**src/rtl/routing_pkg.sv**
```systemverilog
// ---------------------------------------------------------------------------
// routing_pkg
// Shared definitions for the routing-table init loader: entry geometry,
// header field widths, table index widths, loader FSM states and the error
// codes reported to the system top.
// ---------------------------------------------------------------------------
package routing_pkg;

   localparam int ENTRY_WIDTH     = 192;
   localparam int WORDS_PER_ENTRY = 6;
   localparam int WORD_WIDTH      = 32;

   // Only the low bits of each header word carry the count
   localparam int HOST_CNT_W = 7;
   localparam int SW_CNT_W   = 5;

   localparam int HOST_IDX_W = 6;
   localparam int PATH_IDX_W = 8;

   typedef enum logic [2:0] {
      ST_IDLE,
      ST_HOST_HDR,
      ST_HOST_BODY,
      ST_PATH_HDR,
      ST_PATH_BODY,
      ST_DONE,
      ST_ERR
   } loader_state_e;

   localparam logic [1:0] ERR_NONE         = 2'b00;
   localparam logic [1:0] ERR_HOST_COUNT   = 2'b01;
   localparam logic [1:0] ERR_SWITCH_COUNT = 2'b10;

endpackage

```
**src/rtl/entry_word_assembler.sv**
```systemverilog
// ---------------------------------------------------------------------------
// entry_word_assembler
// Collects WORDS consecutive ROM words into one wide table entry. The first
// word lands in the least significant slice. The last word is not stored:
// it is passed straight through into the top slice of o_entry so the
// complete entry is available on the same edge that samples it.
//
// Ports
//   clk, rst_n : clock, async active-low reset
//   i_clear    : restart collection at word 0
//   i_valid    : i_word is a body word to be consumed on this edge
//   i_word     : current ROM word
//   o_done     : high while i_word is the final word of an entry
//   o_entry    : assembled entry (valid while o_done is high)
// ---------------------------------------------------------------------------
module entry_word_assembler
   import routing_pkg::*;
#(
   parameter int DATA_WIDTH = 32,
   parameter int WORDS      = WORDS_PER_ENTRY
) (
   input  logic                        clk,
   input  logic                        rst_n,
   input  logic                        i_clear,
   input  logic                        i_valid,
   input  logic [DATA_WIDTH-1:0]       i_word,
   output logic                        o_done,
   output logic [DATA_WIDTH*WORDS-1:0] o_entry
);

   localparam logic [2:0] LAST_IDX = 3'(WORDS - 1);

   logic [2:0]                        r_wordIdx;
   logic [DATA_WIDTH*(WORDS-1)-1:0]   r_words;

   // Store words 0..WORDS-2 into their slice and step the word index,
   // wrapping after the last word so back-to-back entries need no gap.
   always_ff @(posedge clk or negedge rst_n) begin
      if (!rst_n) begin
         r_wordIdx <= '0;
         r_words   <= '0;
      end else if (i_clear) begin
         r_wordIdx <= '0;
      end else if (i_valid) begin
         for (int k = 0; k < WORDS - 1; k++) begin
            if (r_wordIdx == 3'(k)) begin
               r_words[k*DATA_WIDTH +: DATA_WIDTH] <= i_word;
            end
         end
         r_wordIdx <= (r_wordIdx == LAST_IDX) ? 3'd0 : r_wordIdx + 3'd1;
      end
   end

   assign o_done  = i_valid && (r_wordIdx == LAST_IDX);
   assign o_entry = {i_word, r_words};

endmodule

```
**src/rtl/routing_table_loader.sv**
```systemverilog
// ---------------------------------------------------------------------------
// routing_table_loader
// Streams the routing image (host table then path table) out of a
// combinational word-read ROM and writes each 192-bit entry into the host
// and path table RAM write ports. One ROM word is consumed per cycle.
//
// Ports
//   clk, rst_n            : clock, async active-low reset
//   start_init            : single-cycle start pulse (ignored while busy)
//   mem_addr / mem_data   : registered ROM byte address / word at that address
//   init_busy             : load in progress
//   system_ready          : level, set after a successful load
//   init_error/error_code : level + reason, set after an aborted load
//   host_count            : parsed host count
//   switch_count          : parsed switch count
//   host_wr_*             : host table write port (one-cycle strobe)
//   path_wr_*             : path table write port, addr = {src, dst}
// ---------------------------------------------------------------------------
module routing_table_loader #(
   parameter int                    MAX_HOSTS    = 64,
   parameter int                    MAX_SWITCHES = 16,
   parameter int                    ADDR_WIDTH   = 32,
   parameter int                    DATA_WIDTH   = 32,
   parameter int                    ENTRY_WIDTH  = 192,
   parameter logic [ADDR_WIDTH-1:0] BASE_ADDR    = '0
) (
   input  logic                   clk,
   input  logic                   rst_n,
   input  logic                   start_init,
   output logic [ADDR_WIDTH-1:0]  mem_addr,
   input  logic [DATA_WIDTH-1:0]  mem_data,
   output logic                   init_busy,
   output logic                   system_ready,
   output logic                   init_error,
   output logic [1:0]             error_code,
   output logic [6:0]             host_count,
   output logic [4:0]             switch_count,
   output logic                   host_wr_en,
   output logic [5:0]             host_wr_addr,
   output logic [ENTRY_WIDTH-1:0] host_wr_data,
   output logic                   path_wr_en,
   output logic [7:0]             path_wr_addr,
   output logic [ENTRY_WIDTH-1:0] path_wr_data
);

   import routing_pkg::*;

   localparam logic [6:0]            HOST_LIMIT = 7'(MAX_HOSTS);
   localparam logic [4:0]            SW_LIMIT   = 5'(MAX_SWITCHES);
   localparam logic [ADDR_WIDTH-1:0] WORD_STEP  = ADDR_WIDTH'(4);

   loader_state_e            r_state;
   logic [5:0]               r_hostIdx;
   logic [3:0]               r_src;
   logic [3:0]               r_dst;

   logic                     w_startAccept;
   logic                     w_bodyWord;
   logic                     w_entryDone;
   logic [ENTRY_WIDTH-1:0]   w_entry;
   logic [6:0]               w_hdrHosts;
   logic [4:0]               w_hdrSwitches;
   logic                     w_hostLast;
   logic                     w_dstLast;
   logic                     w_srcLast;

   assign w_startAccept = start_init &&
                          (r_state == ST_IDLE || r_state == ST_DONE || r_state == ST_ERR);
   assign w_bodyWord    = (r_state == ST_HOST_BODY) || (r_state == ST_PATH_BODY);
   assign w_hdrHosts    = mem_data[6:0];
   assign w_hdrSwitches = mem_data[4:0];

   // Counts are nonzero whenever a body state is active, so the -1 never wraps
   assign w_hostLast = ({1'b0, r_hostIdx} == host_count - 7'd1);
   assign w_dstLast  = ({1'b0, r_dst} == switch_count - 5'd1);
   assign w_srcLast  = ({1'b0, r_src} == switch_count - 5'd1);

   entry_word_assembler #(
      .DATA_WIDTH (DATA_WIDTH),
      .WORDS      (WORDS_PER_ENTRY)
   ) u_assembler (
      .clk     (clk),
      .rst_n   (rst_n),
      .i_clear (w_startAccept),
      .i_valid (w_bodyWord),
      .i_word  (mem_data),
      .o_done  (w_entryDone),
      .o_entry (w_entry)
   );

   // Loader FSM. Every fetch state consumes the word at mem_addr and steps
   // mem_addr on the same edge; write strobes default low so each completed
   // entry produces exactly one strobe cycle.
   always_ff @(posedge clk or negedge rst_n) begin
      if (!rst_n) begin
         r_state      <= ST_IDLE;
         r_hostIdx    <= '0;
         r_src        <= '0;
         r_dst        <= '0;
         mem_addr     <= '0;
         init_busy    <= 1'b0;
         system_ready <= 1'b0;
         init_error   <= 1'b0;
         error_code   <= ERR_NONE;
         host_count   <= '0;
         switch_count <= '0;
         host_wr_en   <= 1'b0;
         host_wr_addr <= '0;
         host_wr_data <= '0;
         path_wr_en   <= 1'b0;
         path_wr_addr <= '0;
         path_wr_data <= '0;
      end else begin
         host_wr_en <= 1'b0;
         path_wr_en <= 1'b0;
         case (r_state)
            ST_IDLE, ST_DONE, ST_ERR: begin
               if (start_init) begin
                  r_state      <= ST_HOST_HDR;
                  mem_addr     <= BASE_ADDR;
                  init_busy    <= 1'b1;
                  system_ready <= 1'b0;
                  init_error   <= 1'b0;
                  error_code   <= ERR_NONE;
               end
            end
            ST_HOST_HDR: begin
               mem_addr   <= mem_addr + WORD_STEP;
               host_count <= w_hdrHosts;
               r_hostIdx  <= '0;
               if (w_hdrHosts > HOST_LIMIT) begin
                  r_state    <= ST_ERR;
                  error_code <= ERR_HOST_COUNT;
                  init_error <= 1'b1;
                  init_busy  <= 1'b0;
               end else if (w_hdrHosts == 7'd0) begin
                  r_state <= ST_PATH_HDR;
               end else begin
                  r_state <= ST_HOST_BODY;
               end
            end
            ST_HOST_BODY: begin
               mem_addr <= mem_addr + WORD_STEP;
               if (w_entryDone) begin
                  host_wr_en   <= 1'b1;
                  host_wr_addr <= r_hostIdx;
                  host_wr_data <= w_entry;
                  r_hostIdx    <= r_hostIdx + 6'd1;
                  if (w_hostLast) begin
                     r_state <= ST_PATH_HDR;
                  end
               end
            end
            ST_PATH_HDR: begin
               mem_addr     <= mem_addr + WORD_STEP;
               switch_count <= w_hdrSwitches;
               r_src        <= '0;
               r_dst        <= '0;
               if (w_hdrSwitches > SW_LIMIT) begin
                  r_state    <= ST_ERR;
                  error_code <= ERR_SWITCH_COUNT;
                  init_error <= 1'b1;
                  init_busy  <= 1'b0;
               end else if (w_hdrSwitches == 5'd0) begin
                  r_state      <= ST_DONE;
                  system_ready <= 1'b1;
                  init_busy    <= 1'b0;
               end else begin
                  r_state <= ST_PATH_BODY;
               end
            end
            ST_PATH_BODY: begin
               mem_addr <= mem_addr + WORD_STEP;
               if (w_entryDone) begin
                  path_wr_en   <= 1'b1;
                  path_wr_addr <= {r_src, r_dst};
                  path_wr_data <= w_entry;
                  if (w_dstLast) begin
                     r_dst <= '0;
                     r_src <= r_src + 4'd1;
                     if (w_srcLast) begin
                        r_state      <= ST_DONE;
                        system_ready <= 1'b1;
                        init_busy    <= 1'b0;
                     end
                  end else begin
                     r_dst <= r_dst + 4'd1;
                  end
               end
            end
            default: r_state <= ST_IDLE;
         endcase
      end
   end

endmodule

```
**config.mk**
```make
export PLATFORM = sky130hd
export DESIGN_NAME = routing_table_loader
export DESIGN_NICKNAME = d
export VERILOG_FILES = /design/src/rtl/routing_pkg.sv /design/src/rtl/entry_word_assembler.sv /design/src/rtl/routing_table_loader.sv
export SDC_FILE = /design/constraint.sdc
export NUM_CORES = 1
export LEC_CHECK = 0
export ABC_AREA = 1
export BUFFER_PORTS_ARGS = -buffer_cell sky130_fd_sc_hd__buf_2
export CAP_MARGIN = 20
export CORE_MARGIN = 2
export CORE_UTILIZATION = 47
export DETAILED_ROUTE_END_ITERATION = 6
export PLACE_DENSITY = 0.8
export SYNTH_ARGS = -nofsm -noshare
export SYNTH_HDL_FRONTEND = slang
export SYNTH_SLANG_ARGS = --single-unit
```
**constraint.sdc**
```tcl
create_clock -name clk -period 2.33 [get_ports clk]
set_input_delay 0.233 -clock clk [delete_from_list [all_inputs] [get_ports clk]]
set_output_delay 0.233 -clock clk [all_outputs]
set_load 0.1 [all_outputs]
```
### Word level (Yosys, flattened, before mapping)

Cells that the tools add are included.

| word-level totals | value |
|---|---|
| input bits | 35 |
| word-level logic and storage cells | 140 |
| flip-flop bits (word level) | 629 |
| output and inout bits | 449 |

| operators by class | value |
|---|---|
| equality and inequality tests | 25 |
| muxes and demuxes | 49 |
| add/sub/neg operators | 7 |
| reductions and logical operators | 33 |
| bitwise operators | 1 |
| $lt $le $gt $ge | 2 |

Operators with widths:

| operator | number |
|---|---|
| $pmux W32 S2 | 1 |
| $add A32 B3 Y32 const B | 1 |
| $mux W32 | 1 |
| $mux W3 | 10 |
| $mux W1 | 20 |
| $reduce_and A3 Y1 | 6 |
| $mux W4 | 4 |
| $ne A2 B2 Y1 const B | 8 |
| $pmux W4 S2 | 2 |
| $eq A3 B3 Y1 const B | 5 |
| $pmux W3 S5 | 1 |
| $reduce_and A7 Y1 | 2 |
| $eq A3 B2 Y1 const B | 4 |
| $pmux W6 S2 | 1 |
| $eq A4 B5 Y1 | 2 |
| $reduce_and A2 Y1 | 5 |
| $add A4 B1 Y4 const B | 2 |
| $mux W2 | 4 |
| $reduce_bool A2 Y1 | 4 |
| $eq A6 B7 Y1 | 1 |
| $gt A7 B7 Y1 const B | 1 |
| $logic_not A7 Y1 | 1 |
| $sub A7 B1 Y7 const B | 1 |
| $add A6 B1 Y6 const B | 1 |
| other kinds (21) | 29 |

### Longest topological paths before layout

Gate-level depths: netlist (run 1).

| logic depth | value |
|---|---|
| depth in word-level cells | 6 |
| mapped depth | 15 |
| gate-level depth less buffers | 15 |

### Modules after synthesis

From an unflattened synthesis (run 1), not the netlist that was laid out.

| second synthesis, totals | value |
|---|---|
| cell total of the unflattened synthesis | 2847 |
| area total of the unflattened synthesis | 25354.3 µm² |

By module, submodules not included:

| module | area an instance (µm²) | cells an instance | seq. area each (µm²) | instances |
|---|---|---|---|---|
| routing_table_loader | 18599.1 | 2088 | 11611.1 | 1 |
| entry_word_assembler | 6755.2 | 759 | 4078.9 | 1 |

### Worst setup path before layout (run 1)

OpenSTA, ideal clock, no wires.

| timing path | value |
|---|---|
| path type | register -> register |
| from | register switch_count[0] |
| to | register r_src[0] |
| library setup time | 83 ps |
| cell stages (with the launch flop) | 11 |
| clock period less this slack | 2473 ps |
| setup slack | -143 ps |
| data required time | 2247 ps |
| arrival time | 2390 ps |
| path through | dfrtp_1 -> inv_1 -> ha_1 -> xnor2_1 -> nor2_1 -> nand3_1 -> nor2_1 -> nor2_1 -> nor2_2 -> nand3_1 -> o21ai_0 |

| on the way | value |
|---|---|
| cells in the longest elaborated chain, start to end | 4 |

RTL lines:

| item | RTL line | text |
|---|---|---|
| from (decl) | routing_table_loader.sv:37 | `output logic [4:0] switch_count,` |
| from (signal assigned) | routing_table_loader.sv:156 | `switch_count <= w_hdrSwitches;` |
| $sub A5 B1 Y5 | routing_table_loader.sv:75 | `assign w_dstLast = ({1'b0, r_dst} == switch_count - 5'd1);` |
| $eq A4 B5 Y1 | routing_table_loader.sv:75 |  |
| $ne A2 B2 Y1 (no source line) | -- |  |
| $reduce_and A3 Y1 (no source line) | -- |  |
| to (signal assigned) | routing_table_loader.sv:180 | `r_src <= r_src + 4'd1;` |
| to (decl) | routing_table_loader.sv:54 | `logic [3:0] r_src;` |

Every way passes these cells.
A chain may end at the register's enable or synchronous reset.

### Final worst setup path (run 1)

| timing path | value |
|---|---|
| from | register r_state[2] |
| to | register host_wr_data[167] |

| on the way | value |
|---|---|
| cells in the longest elaborated chain, start to end | 4 |
| elaborated cells on any way between the ends | 5 |

RTL lines:

| item | RTL line | text |
|---|---|---|
| from (decl) | routing_table_loader.sv:52 | `loader_state_e r_state;` |
| from (signal assigned) | routing_table_loader.sv:96 | `r_state <= ST_IDLE;` |
| from (signal assigned) | routing_table_loader.sv:119 | `r_state <= ST_HOST_HDR;` |
| from (signal assigned) | routing_table_loader.sv:132 | `r_state <= ST_ERR;` |
| $eq A3 B2 Y1 / $eq A3 B3 Y1 (equally long branches) | routing_table_loader.sv:69, routing_table_loader.sv:116 |  |
| $logic_or A1 B1 Y1 | routing_table_loader.sv:69 | `assign w_bodyWord = (r_state == ST_HOST_BODY) \|\| (r_state == ST_PATH_BODY);` |
| $logic_and A1 B1 Y1 | entry_word_assembler.sv:54 | `assign o_done = i_valid && (r_wordIdx == LAST_IDX);` |
| $reduce_and A2 Y1 (no source line) * | -- |  |
| to (signal assigned) | routing_table_loader.sv:147 | `host_wr_data <= w_entry;` |
| to (decl) | routing_table_loader.sv:40 | `output logic [ENTRY_WIDTH-1:0] host_wr_data,` |

Mark *: on every way between the ends. The rest lies on a longest branch, timed or not.

==> impl.org, run 1 <==
** Timing
- RSZ-0062 raised after global routing :: no
- Crit path time final :: 2.12 ns
- On the final layout, the worst clock skew is 0.0250 ns.
- The worst pin sits at a relative slew slack of 60.8%.
- Timing would allow up to 0.472 GHz.
- Part of the cycle the worst path needs :: 90.9%
- Final count of negative-setup-slack endpoints :: 0
- Sum Neg Setup Slack :: 0 ns
- Max-slew violations :: 0
- Final hold violation count :: 0
- At the pin with the least slew margin, the transition time is 0.588 ns.
- Worst setup margin :: 0.211 ns

** Placement
- Setup Slack @ Placement :: 0.317 ns
- Including well taps, the total number of placed cells is 3836.
- Summing all placed instances gives a cell area of 0.0280 sq mm.
- Hpwl dp :: 48800 um
- Routability-driven placement finished with a final weighted congestion of 0.939.
- Number of port buffers :: 481

** Die
- Die footprint :: 0.0545 sq mm
- Number of cell rows :: 84
- Width of the chip :: 233 um
- Number of ports placed on the die boundary :: 484
- The core region is 0.0523 sq mm.
- In this run the vertical extent of the chip is 233 um.
- Effective utilization at floorplan :: 47.3%

** Detailed routing
- Routed vias :: 20600
- The detailed router finished its first iteration with 1704 violations.
- Before antenna repair, the detailed router went through 6 iterations.
- Dividing the detail-routed wire length by the instance count gives 18.6 um.
- After detailed routing, the number of remaining DRC violations is 0.
- Routed Antenna Nets :: 0
- Ratio of routed vias to standard cells :: 5.19
- Routed wire length :: 73800 um

** Clock network
- The number of clock buffers added by TritonCTS is 68.
- The tree built by TritonCTS fans out to 627 sinks.
- CTS tree :: yes
- Clock Tree Root :: sky130_fd_sc_hd__clkbuf_16
- Clock H-tree levels :: 3
- The later pin in the worst-skew pair is clocked with a latency of 0.60 ns.
- Clock-pin slew was measured on the worst setup and hold paths at 0.06 ns.
- CTS Buffer Depth :: 3
- Number of gates given a new drive strength after cts :: 0

** Global route
- The via count of the first global-routing pass is 19800.
- For this run, the total global-route usage over all layers was measured as 27.2%.
- Wire length of the first global-routing pass :: 114000 um
- The initial antenna violation count is 1.
- For this run the aggregate overflow at the end of global routing stands at 0.
- Entering global routing, the biggest net connects 92 pins.

** Yosys
- Counting every instance in the synthesized netlist gives 2737.
- Number of synthesized flops with an enable pin :: 0
- The number of different library cells used by synthesis comes to 45.
- Fraction of synthesis flops using an asynchronous set or reset pin :: 100%
- The synthesized design contains 627 register bits.
- After synthesis, flip-flops and latches occupy 63.4% of the total area.
- Leading area contributor after synthesis :: sky130_fd_sc_hd__dfrtp_1
- Summing every instance area after synthesis gives 0.0247 sq mm.
- During synthesis, Yosys emitted a total of 0 warnings.
- Averaged over all synthesized cells, the footprint is 9.04 sq um.
- Among all flip-flop cells after synthesis, the most frequent one is sky130_fd_sc_hd__dfrtp_1.
- Yosys top cell area share :: 63.4%
- In the post-synthesis netlist, the biggest area contributors are sky130_fd_sc_hd__dfrtp_1 (63%), sky130_fd_sc_hd__nand2_1 (20%), sky130_fd_sc_hd__o21ai_0 (4.0%).

** Setup path
- For the worst setup path, the data required time is 2.81 ns.
- On the worst path, the slowest cell contributes a delay of 0.49 ns.
- Biggest fanout along the worst timing path :: 90
- Cell-by-cell trace of the critical path :: inv_2 > nand3_2 > nor2_4 > inv_8 > buf_12 > o21ai_0
- At the worst endpoint, the arrival time is 2.60 ns.
- STA classifies the critical path endpoint as a flip-flop.
- Crit Path Class :: reg -> reg
- Among all stages on the critical path, the largest delay is contributed by sky130_fd_sc_hd__dfrtp_1.
- STA classifies the critical path startpoint as a flip-flop.

** Layout
- Area of all placed cells without fillers :: 0.0304 sq mm
- After the last flow step, the layout net total stands at 3267.
- Leaving out fill and tap cells, the most frequent cell in the layout is sky130_fd_sc_hd__nand2_1.
- FILL cells :: 4479
- 0 antenna diodes ended up in the layout.
- Relative to the synthesized area, the layout overhead comes to 22.7%.
- Share of layout cells above drive strength 1 :: 21.1%
- In the layout the commonest cells are sky130_fd_sc_hd__nand2_1 (1350), sky130_fd_sc_hd__dfrtp_1 (626), sky130_fd_sc_hd__buf_2 (480).
- Fin cells :: 3964

** Flow run
- Max-cap violations in this run came to 0.

** Worst hold path
- Worst Hold Class :: in -> reg

** Run status
- Result of the run :: finished clean
synthesized netlist by cell type, types with 2 or more instances:
cell type                  number
sky130_fd_sc_hd__a21oi_1       16
sky130_fd_sc_hd__a22o_1         2
sky130_fd_sc_hd__buf_1          4
sky130_fd_sc_hd__buf_2         64
sky130_fd_sc_hd__buf_4          5
sky130_fd_sc_hd__buf_6         14
sky130_fd_sc_hd__clkbuf_1      40
sky130_fd_sc_hd__dfrtp_1      627
sky130_fd_sc_hd__ha_1           7
sky130_fd_sc_hd__inv_1        114
sky130_fd_sc_hd__inv_2          6
sky130_fd_sc_hd__nand2_1     1351
sky130_fd_sc_hd__nand2_2        4
sky130_fd_sc_hd__nand3_1       54
sky130_fd_sc_hd__nand3_2        3
sky130_fd_sc_hd__nand3_4        2
sky130_fd_sc_hd__nand4_1       10
sky130_fd_sc_hd__nor2_1        65
sky130_fd_sc_hd__nor2_2         4
sky130_fd_sc_hd__nor3_1        15
sky130_fd_sc_hd__o21a_1         2
sky130_fd_sc_hd__o21ai_0      196
sky130_fd_sc_hd__o21ai_1       61
sky130_fd_sc_hd__o21ai_2       20
sky130_fd_sc_hd__o21bai_1       2
sky130_fd_sc_hd__o22ai_1        9
sky130_fd_sc_hd__or2_2          2
sky130_fd_sc_hd__xnor2_1        4
sky130_fd_sc_hd__xor2_1        18
layout make-up:
type / instances / area, sq um / share of cell area, %
flip-flops and latches: 627 / 15700 / 51.7
inverters: 120 / 465 / 1.53
multi-input cells: 1864 / 7940 / 26.1
well taps: 688 / 861 / 2.84
clock buffers: 100 / 2000 / 6.60
repair buffers: 544 / 3160 / 10.4
clock inverters: 21 / 246 / 0.812
critical path, delay by kind of cell, from the launching register on:
| kind | cells | cell delay, ns |
|---|---|---|
| buffers and inverters | 3 | 0.63 |
| and+or+nand+nor | 2 | 0.50 |
| DFF | 1 | 0.49 |
| AOI/OAI and AO/OA | 1 | 0.29 |
metal layers:
layer	share of wire (%)	track usage (%)
met1	41	36.7
met2	47	42.9
met3	8.5	6.14
met4	3.5	10.7
met5	0	0
path summary, 6_finish.rpt:
path | from | slack [ns] | cells past startpoint | end
max | r_state[2] | 0.21 | 6 | host_wr_data[167]
min | mem_data[5] | 0.05 | 5 | error_code[0]
max reg2reg | r_state[2] | 0.21 | 6 | host_wr_data[167]
min reg2reg | host_wr_data[110] | 0.46 | 2 | host_wr_data[110]
max in group asynchronous | rst_n | 1.18 | 3 | u_assembler.r_words[139]
min in group asynchronous | rst_n | 0.17 | 2 | mem_addr[24]
registers in the layout, indices dropped and copies added, names as in the netlist, 2 cells and up:
signal	flops
host_wr_data	192
path_wr_data	192
u_assembler.r_words	160
mem_addr	30
path_wr_addr	8
host_count	7
host_wr_addr	6
r_hostIdx	6
switch_count	5
r_dst	4
r_src	4
r_state	3
u_assembler.r_wordIdx	3
error_code	2
per-stage QoR:
stage,utilization (%),hold WS (ns)
floorplan,-,-0.0626
global route,58.0,0.0668
detailed placement,53.6,0.217
finish,58.0,0.0500
global placement,53.6,0.215
CTS,58.0,0.0101
what timing repair did:
item / 4_1_cts / 5_1_grt
hold buffers: 7 / 0
buffers inserted: 0 / 0
hold endpoints to repair: 100 / 0
kinds of logic (layout without fill, tap and decap cells):
logic type / count (synthesis) / after routing / synth area share (%)
AND/OR/NAND/NOR: 1520 / 1520 / 24.0
flip-flops: 627 / 627 / 63.4
AO/OA/AOI/OAI: 313 / 313 / 6.82
buffers and inverters: 247 / 785 / 4.57
XOR/XNOR: 22 / 22 / 0.779
adder cells (fa/ha/maj): 7 / 7 / 0.354
other: 1 / 2 / 0.0152
Power of run 1 is left out: the tool's default activity adds up to more than one toggle a clock period on the data nets, which glitch-free logic cannot reach.
==> run 2, diff against run 1 <==
--- a/config.mk
+++ b/config.mk
@@ -11,7 +11,7 @@
 export CORE_MARGIN = 2
 export CORE_UTILIZATION = 47
 export DETAILED_ROUTE_END_ITERATION = 6
-export PLACE_DENSITY = 0.8
+export PLACE_DENSITY = 0.7
 export SYNTH_ARGS = -nofsm -noshare
 export SYNTH_HDL_FRONTEND = slang
 export SYNTH_SLANG_ARGS = --single-unit
==> run 2 against run 1 <==
Global-route usage decreased by 0.099 points. Sequential cell count unchanged. Utilization decreased by 0.54 points. Critical path depth increased by 1. Cell count decreased by 0.43%. Hold slack got worse by 0.0055 ns. Via count decreased by 0.52%. Die area unchanged. Count of clock-buffer cells in the layout decreased by 10.
==> impl.org, run 2 (same netlist as run 1, synthesis figures left out) <==
** Run status
- The run finished with clean final reports.

** Clock network
- CTS Buffer Depth :: 3
- The number of gates resized after CTS was 0.
- After clock tree synthesis, the clock-pin slew on the worst setup and hold paths is 0.07 ns.
- The H-tree was split into 2 levels.
- CTS Sinks :: 627
- Clock Tree Root :: sky130_fd_sc_hd__clkbuf_16
- The clock reaches the later pin of the worst-skew pair after 0.63 ns.
- Total CTS buffers :: 61
- TritonCTS built the clock tree.

** Timing
- Worst setup margin :: 0.266 ns
- Part of the cycle the worst path needs :: 88.6%
- The routed design could run at a clock period as short as 2.06 ns.
- Final hold violation count :: 0
- Sum Neg Setup Slack :: 0 ns
- RSZ-0062 raised after global routing :: no
- The number of max-slew violations in the final report was 0.
- Across the routed clock network, the largest skew measured is 0.0266 ns.
- Max-slew headroom at the worst pin :: 57.7%
- Maximum frequency from static timing analysis :: 0.484 GHz
- At the pin with the least slew margin, the transition time is 0.634 ns.
- Final count of negative-setup-slack endpoints :: 0

** Worst hold path
- Worst Hold Class :: in -> reg

** Die
- In this run the core area contains 84 standard-cell rows.
- In this run the vertical extent of the chip is 233 um.
- The floorplan step defined a die boundary enclosing 0.0545 sq mm.
- During I/O placement, the number of pins put on the boundary was 484.
- Effective utilization at floorplan :: 47.3%
- Measured along the x axis, the die boundary spans 233 um.
- The core region is 0.0523 sq mm.

** Placement
- At the placement stage, the worst setup path has a slack of 0.170 ns.
- After legalization and detailed placement, the total HPWL measured 50500 um.
- Number of port buffers :: 481
- At the end of routability-driven placement, the weighted congestion stood at 0.921.

** Layout
- Commonest cells after routing, fill and taps aside :: sky130_fd_sc_hd__nand2_1 (1350), sky130_fd_sc_hd__dfrtp_1 (626), sky130_fd_sc_hd__buf_2 (480)
- Cells fill 57.5% of the core in the end.
- Commonest non-fill, non-tap cell in the layout :: sky130_fd_sc_hd__nand2_1
- Regs by FF count :: host_wr_data: 192 flops, path_wr_data: 192 flops, u_assembler.r_words: 160 flops
- Layout Area Growth over Synthesis :: 21.6%
- Share of layout cells above drive strength 1 :: 20.7%
- Final net count :: 3255
- Counting the fill cells in the layout gives 4625.

** Setup path
- Worst endpoint data arrival time :: 2.62 ns
- Crit Path Class :: reg -> reg
- The worst setup path is launched from a flip-flop.
- Worst EP required :: 2.89 ns
- CP Capture Type :: flip-flop
- Biggest fanout along the worst timing path :: 74

** Global route
- Largest net degree at the start of global routing :: 102
- Summed over all layers, the global routing overflow is 0.
- Global routing consumed, over all layers together, 27.1% of the routing resources.
- Via count of the first global-routing pass :: 19800
- Wire length of the first global-routing pass :: 114000 um
- Antenna violations before repair :: 3

** Detailed routing
- Summing over every cut layer, the via total after detailed routing is 20500.
- The first routing iteration left 1746 violations.
- Dividing the detail-routed via count by the number of cells gives 5.19.
- # DRC :: 0
- Routed wire length :: 74400 um
- After detailed routing, the average wire length per cell comes to 18.8 um.
- Routed Antenna Nets :: 0
- Before antenna repair, the detailed router went through 5 iterations.

** Flow run
- The tool flagged a number of max-cap violations equal to 0.
## run 2: worst paths after layout
kind | from | endpoint | slack (ns) | depth (start not counted)
worst min register to register | host_wr_data[136] | host_wr_data[136] | 0.47 | 2
min in group asynchronous | rst_n | path_wr_data[14] | 0.17 | 2
worst max-delay path | r_state[0] | path_wr_data[32] | 0.27 | 7
worst min-delay path | mem_data[24] | u_assembler.r_words[56] | 0.04 | 3
worst max register to register | r_state[0] | path_wr_data[32] | 0.27 | 7
max in group asynchronous | rst_n | mem_addr[3] | 1.13 | 3
## run 2: repair_timing
item,CTS,global route
endpoints found under the setup margin,0,5
hold buffers,7,0
endpoints found under the hold margin,56,0
buffers inserted,0,3
## run 2: area by class of cell
cell class	instances	area (sq um)	area share (%)
multi-input combinational	1864	7940	26.4
antenna	1	2.50	0.00832
timing repair buffer	539	3170	10.5
tap	688	861	2.86
sequential	627	15700	52.2
clock inverter	18	180	0.599
clock buffer	90	1780	5.90
inverter	120	465	1.55
## run 2: routing by layer
layer	wire length, um	share of wire, %	vias to the layer above	track usage, %
met5	17	0.023	-	0
met3	5800	7.8	156	5.81
met2	35100	47	835	43.1
li1	-	-	9510	-
met4	2490	3.3	2	9.30
met1	31000	42	9976	37.1
## run 2: critical path, cell delays in order, from the launching register on
cell	delay, ns
sky130_fd_sc_hd__dfrtp_1	0.45
sky130_fd_sc_hd__nor2_2	0.20
sky130_fd_sc_hd__nand2_2	0.18
sky130_fd_sc_hd__nor2_4	0.28
sky130_fd_sc_hd__buf_12	0.36
sky130_fd_sc_hd__buf_4	0.32
sky130_fd_sc_hd__nand2_1	0.09
sky130_fd_sc_hd__nand2_1	0.08
## run 2: metrics by stage
step | cells | area [sq um] | hold slack [ns]
floorplan | 2738 | 24700 | -0.0626
global route | 3946 | 30100 | 0.0291
global placement | 3828 | 28000 | 0.242
detailed placement | 3828 | 28000 | 0.246
finish | 3947 | 30100 | 0.0444
CTS | 3943 | 30000 | 0.0118
Power of run 2 is left out for the same reason.
==> run 3, diff against run 2 <==
--- a/config.mk
+++ b/config.mk
@@ -11,7 +11,7 @@
 export CORE_MARGIN = 2
 export CORE_UTILIZATION = 47
 export DETAILED_ROUTE_END_ITERATION = 6
-export PLACE_DENSITY = 0.7
+export PLACE_DENSITY = 0.72
 export SYNTH_ARGS = -nofsm -noshare
 export SYNTH_HDL_FRONTEND = slang
 export SYNTH_SLANG_ARGS = --single-unit
==> constraint.sdc (replaced) <==
create_clock -name clk -period 1.8 [get_ports clk]
set_input_delay 0.18 -clock clk [delete_from_list [all_inputs] [get_ports clk]]
set_output_delay 0.18 -clock clk [all_outputs]
set_load 0.1 [all_outputs]
==> run 3 against run 2 <==
The run now ends with setup timing left. Die area did not move. Highest routed layer unchanged. Largest cell class unchanged. Worst setup slack worse by 0.27 ns. Via count grew 1.4%.
==> impl.org, run 3 (same netlist as run 1, synthesis figures left out) <==
** Die
- The core region is 0.0523 sq mm.
- Effective utilization at floorplan :: 47.3%
- Measured along the y axis, the die boundary spans 233 um.
- The die is 233 um wide.
- The die covers 0.0545 sq mm.
- Number of ports placed on the die boundary :: 484
- Number of cell rows :: 84

** Placement
- Placed cells :: 3900
- In this run the cell area measured after placement is 0.0288 sq mm.
- Final Wtd Congestion :: 0.920
- After legalization and detailed placement, the total HPWL measured 51900 um.
- Number of port buffers :: 481
- Setup Slack @ Placement :: 0.00611 ns

** Clock network
- For the worst-skew pair, the clock arrives at the later sink with an insertion delay of 0.62 ns.
- Clock slew at reported path FFs :: 0.06 ns
- Counting along the longest clock path gives a buffer depth of 3.
- Clock tree synthesis selected as its root buffer the cell sky130_fd_sc_hd__clkbuf_16.
- TritonCTS built the clock tree.
- In this run, CTS created clock tree buffers numbering 61.
- CTS Sinks :: 627
- Clock H-tree levels :: 2

** Timing
- At the pin with the least slew margin, the transition time is 0.656 ns.
- After layout, the minimum clock period comes to 1.81 ns.
- Sum Neg Setup Slack :: -0.00556 ns
- RSZ-0062 raised after global routing :: yes
- Largest clock skew in the final design :: 0.0169 ns
- The final hold violation count came to 0.
- The number of max-slew violations in the final report came to 0.
- Maximum frequency from static timing analysis :: 0.554 GHz
- Setup violations remaining at the end of the flow were counted as 1.
- Part of the cycle the worst path needs :: 100%
- Across all setup checks in the final design, the least slack found is -0.00556 ns.
- Max-slew headroom at the worst pin :: 56.2%

** Setup path
- The worst setup path is captured at a flip-flop.
- Worst EP required :: 2.30 ns
- The cell that appears most often on the critical path is sky130_fd_sc_hd__nand2_1.
- CP max stage cell :: sky130_fd_sc_hd__dfrtp_4
- Crit Path Class :: reg -> reg
- The critical path starts at switch_count[0].
- The worst register-to-register path begins at switch_count[0].
- The largest single stage delay on the critical path is 0.44 ns.
- Biggest fanout along the worst timing path :: 4
- STA puts the critical path data arrival time at 2.30 ns.
- Measured in cells, the most critical reg-to-reg path has a length of 15.
- Traced cell by cell, the critical path runs through clkinv_4 > ha_4 > inv_2 > nand2_2 > nand2_2 > nor2_2 > nand2_1 > nor2_1 > nand2_1 > nand2_2 > inv_1 > nor2_1 > nand2_1 > nand2_1 > nand2_1.
- STA classifies the critical path startpoint as a flip-flop.

** Detailed routing
- After detailed routing, the average wire length per cell comes to 18.6 um.
- Routed Antenna Nets :: 0
- The routed design has 74900 um of wire.
- In the routed layout, each cell is associated on average with a via count of 5.15.
- # DRC :: 0
- The first detailed-routing pass took 5 iterations.
- The routed layout has 20800 vias.
- Starting DRC count in detailed routing :: 1810

** Run status
- The run finished, with violations left.
- Violations in the final reports :: setup timing

** Layout
- Summing all non-filler instances in the final layout gives an area of 0.0312 sq mm.
- Of the cells placed in the final design, the portion with a size suffix greater than 1 is 24.4%.
- Excluding fillers, the count of instances in the completed layout stands at 4034.
- Layout Area Growth over Synthesis :: 26.2%
- At the end of the flow, the number of nets in the layout was 3343.
- In the final layout, the registers with the most flip-flops are host_wr_data: 192 flops, path_wr_data: 192 flops, u_assembler.r_words: 160 flops.
- The library cells used most frequently in the layout, excluding fill and tap cells, are sky130_fd_sc_hd__nand2_1 (1342), sky130_fd_sc_hd__dfrtp_1 (586), sky130_fd_sc_hd__buf_2 (479).
- The library cell used most frequently in the layout, excluding fill and tap cells, is sky130_fd_sc_hd__nand2_1.

** Global route
- Grt ovf :: 0
- Entering global routing, the biggest net connects 79 pins.
- Global routing consumed, over all layers together, 27.1% of the routing resources.
- Via count of the first global-routing pass :: 19500
- Antenna violations before repair :: 3
- Wire length of the first global-routing pass :: 114000 um

** Flow run
- Count of max-cap constraint violations :: 0

** Worst hold path
- Worst Hold Class :: in -> async
[run 3: cell count changes in the layout (fill, tap and decap cells not counted), moves of 8 or more]
cell	previous run	this run
sky130_fd_sc_hd__buf_12	24	38
sky130_fd_sc_hd__buf_4	27	82
sky130_fd_sc_hd__dfrtp_1	626	586
sky130_fd_sc_hd__dfrtp_2	1	30
sky130_fd_sc_hd__dfrtp_4	0	11
sky130_fd_sc_hd__dlygate4sd3_1	7	17
sky130_fd_sc_hd__nand2_1	1350	1342
[run 3: area by class of cell]
class / count / area (sq um)
flip-flops and latches: 627 / 15800
repair buffers: 625 / 4090
well taps: 688 / 861
inverters: 120 / 473
diodes: 1 / 2.50
repair inverters: 1 / 6.26
multi-input cells: 1865 / 8110
clock inverters: 14 / 133
fillers: 4514 / 21100
clock buffers: 93 / 1770
[run 3: repair_timing]
item | in CTS | in global routing
endpoints found under the hold margin | 493 | 0
hold buffers | 17 | 0
gates resized for setup | 2 | 50
gates cloned | 0 | 4
setup buffers | 0 | 5
setup endpoints to repair | 2 | 286
pin swaps | 0 | 23
[run 3: final timing paths]
check                           slack (ns)                       to
worst max-delay path                -0.006                init_busy
worst min-delay path                  0.03        host_wr_data[100]
worst max register to register      -0.006                init_busy
worst min register to register        0.46         host_wr_data[58]
max in group asynchronous             0.94         host_wr_data[88]
min in group clk                      0.03  u_assembler.r_words[49]
[run 3: per-layer routing]
metal	global-route usage (%)	routed length (um)	vias to the layer above
met5	0	11	-
met4	8.19	2110	2
met3	4.83	5600	126
met2	42.4	35000	803
met1	38.8	32200	10100
li1	-	-	9715
[run 3: stage by stage]
step / hold slack, ns / util, %
after floorplan: -0.116 / -
after global placement: 0.0830 / 55.1
after detailed placement: 0.0817 / 55.1
after CTS: 0.00299 / 59.1
after global routing: 0.0133 / 59.6
final: 0.0328 / 59.6
[run 3: worst max-delay path, delay by kind of cell (launching register included)]
kind | cells | cell delay, ns
adders and majority gates | 1 | 0.28
DFF | 1 | 0.44
and+or+nand+nor | 11 | 0.81
buffers and inverters | 3 | 0.15
Power of run 3 is left out for the same reason.
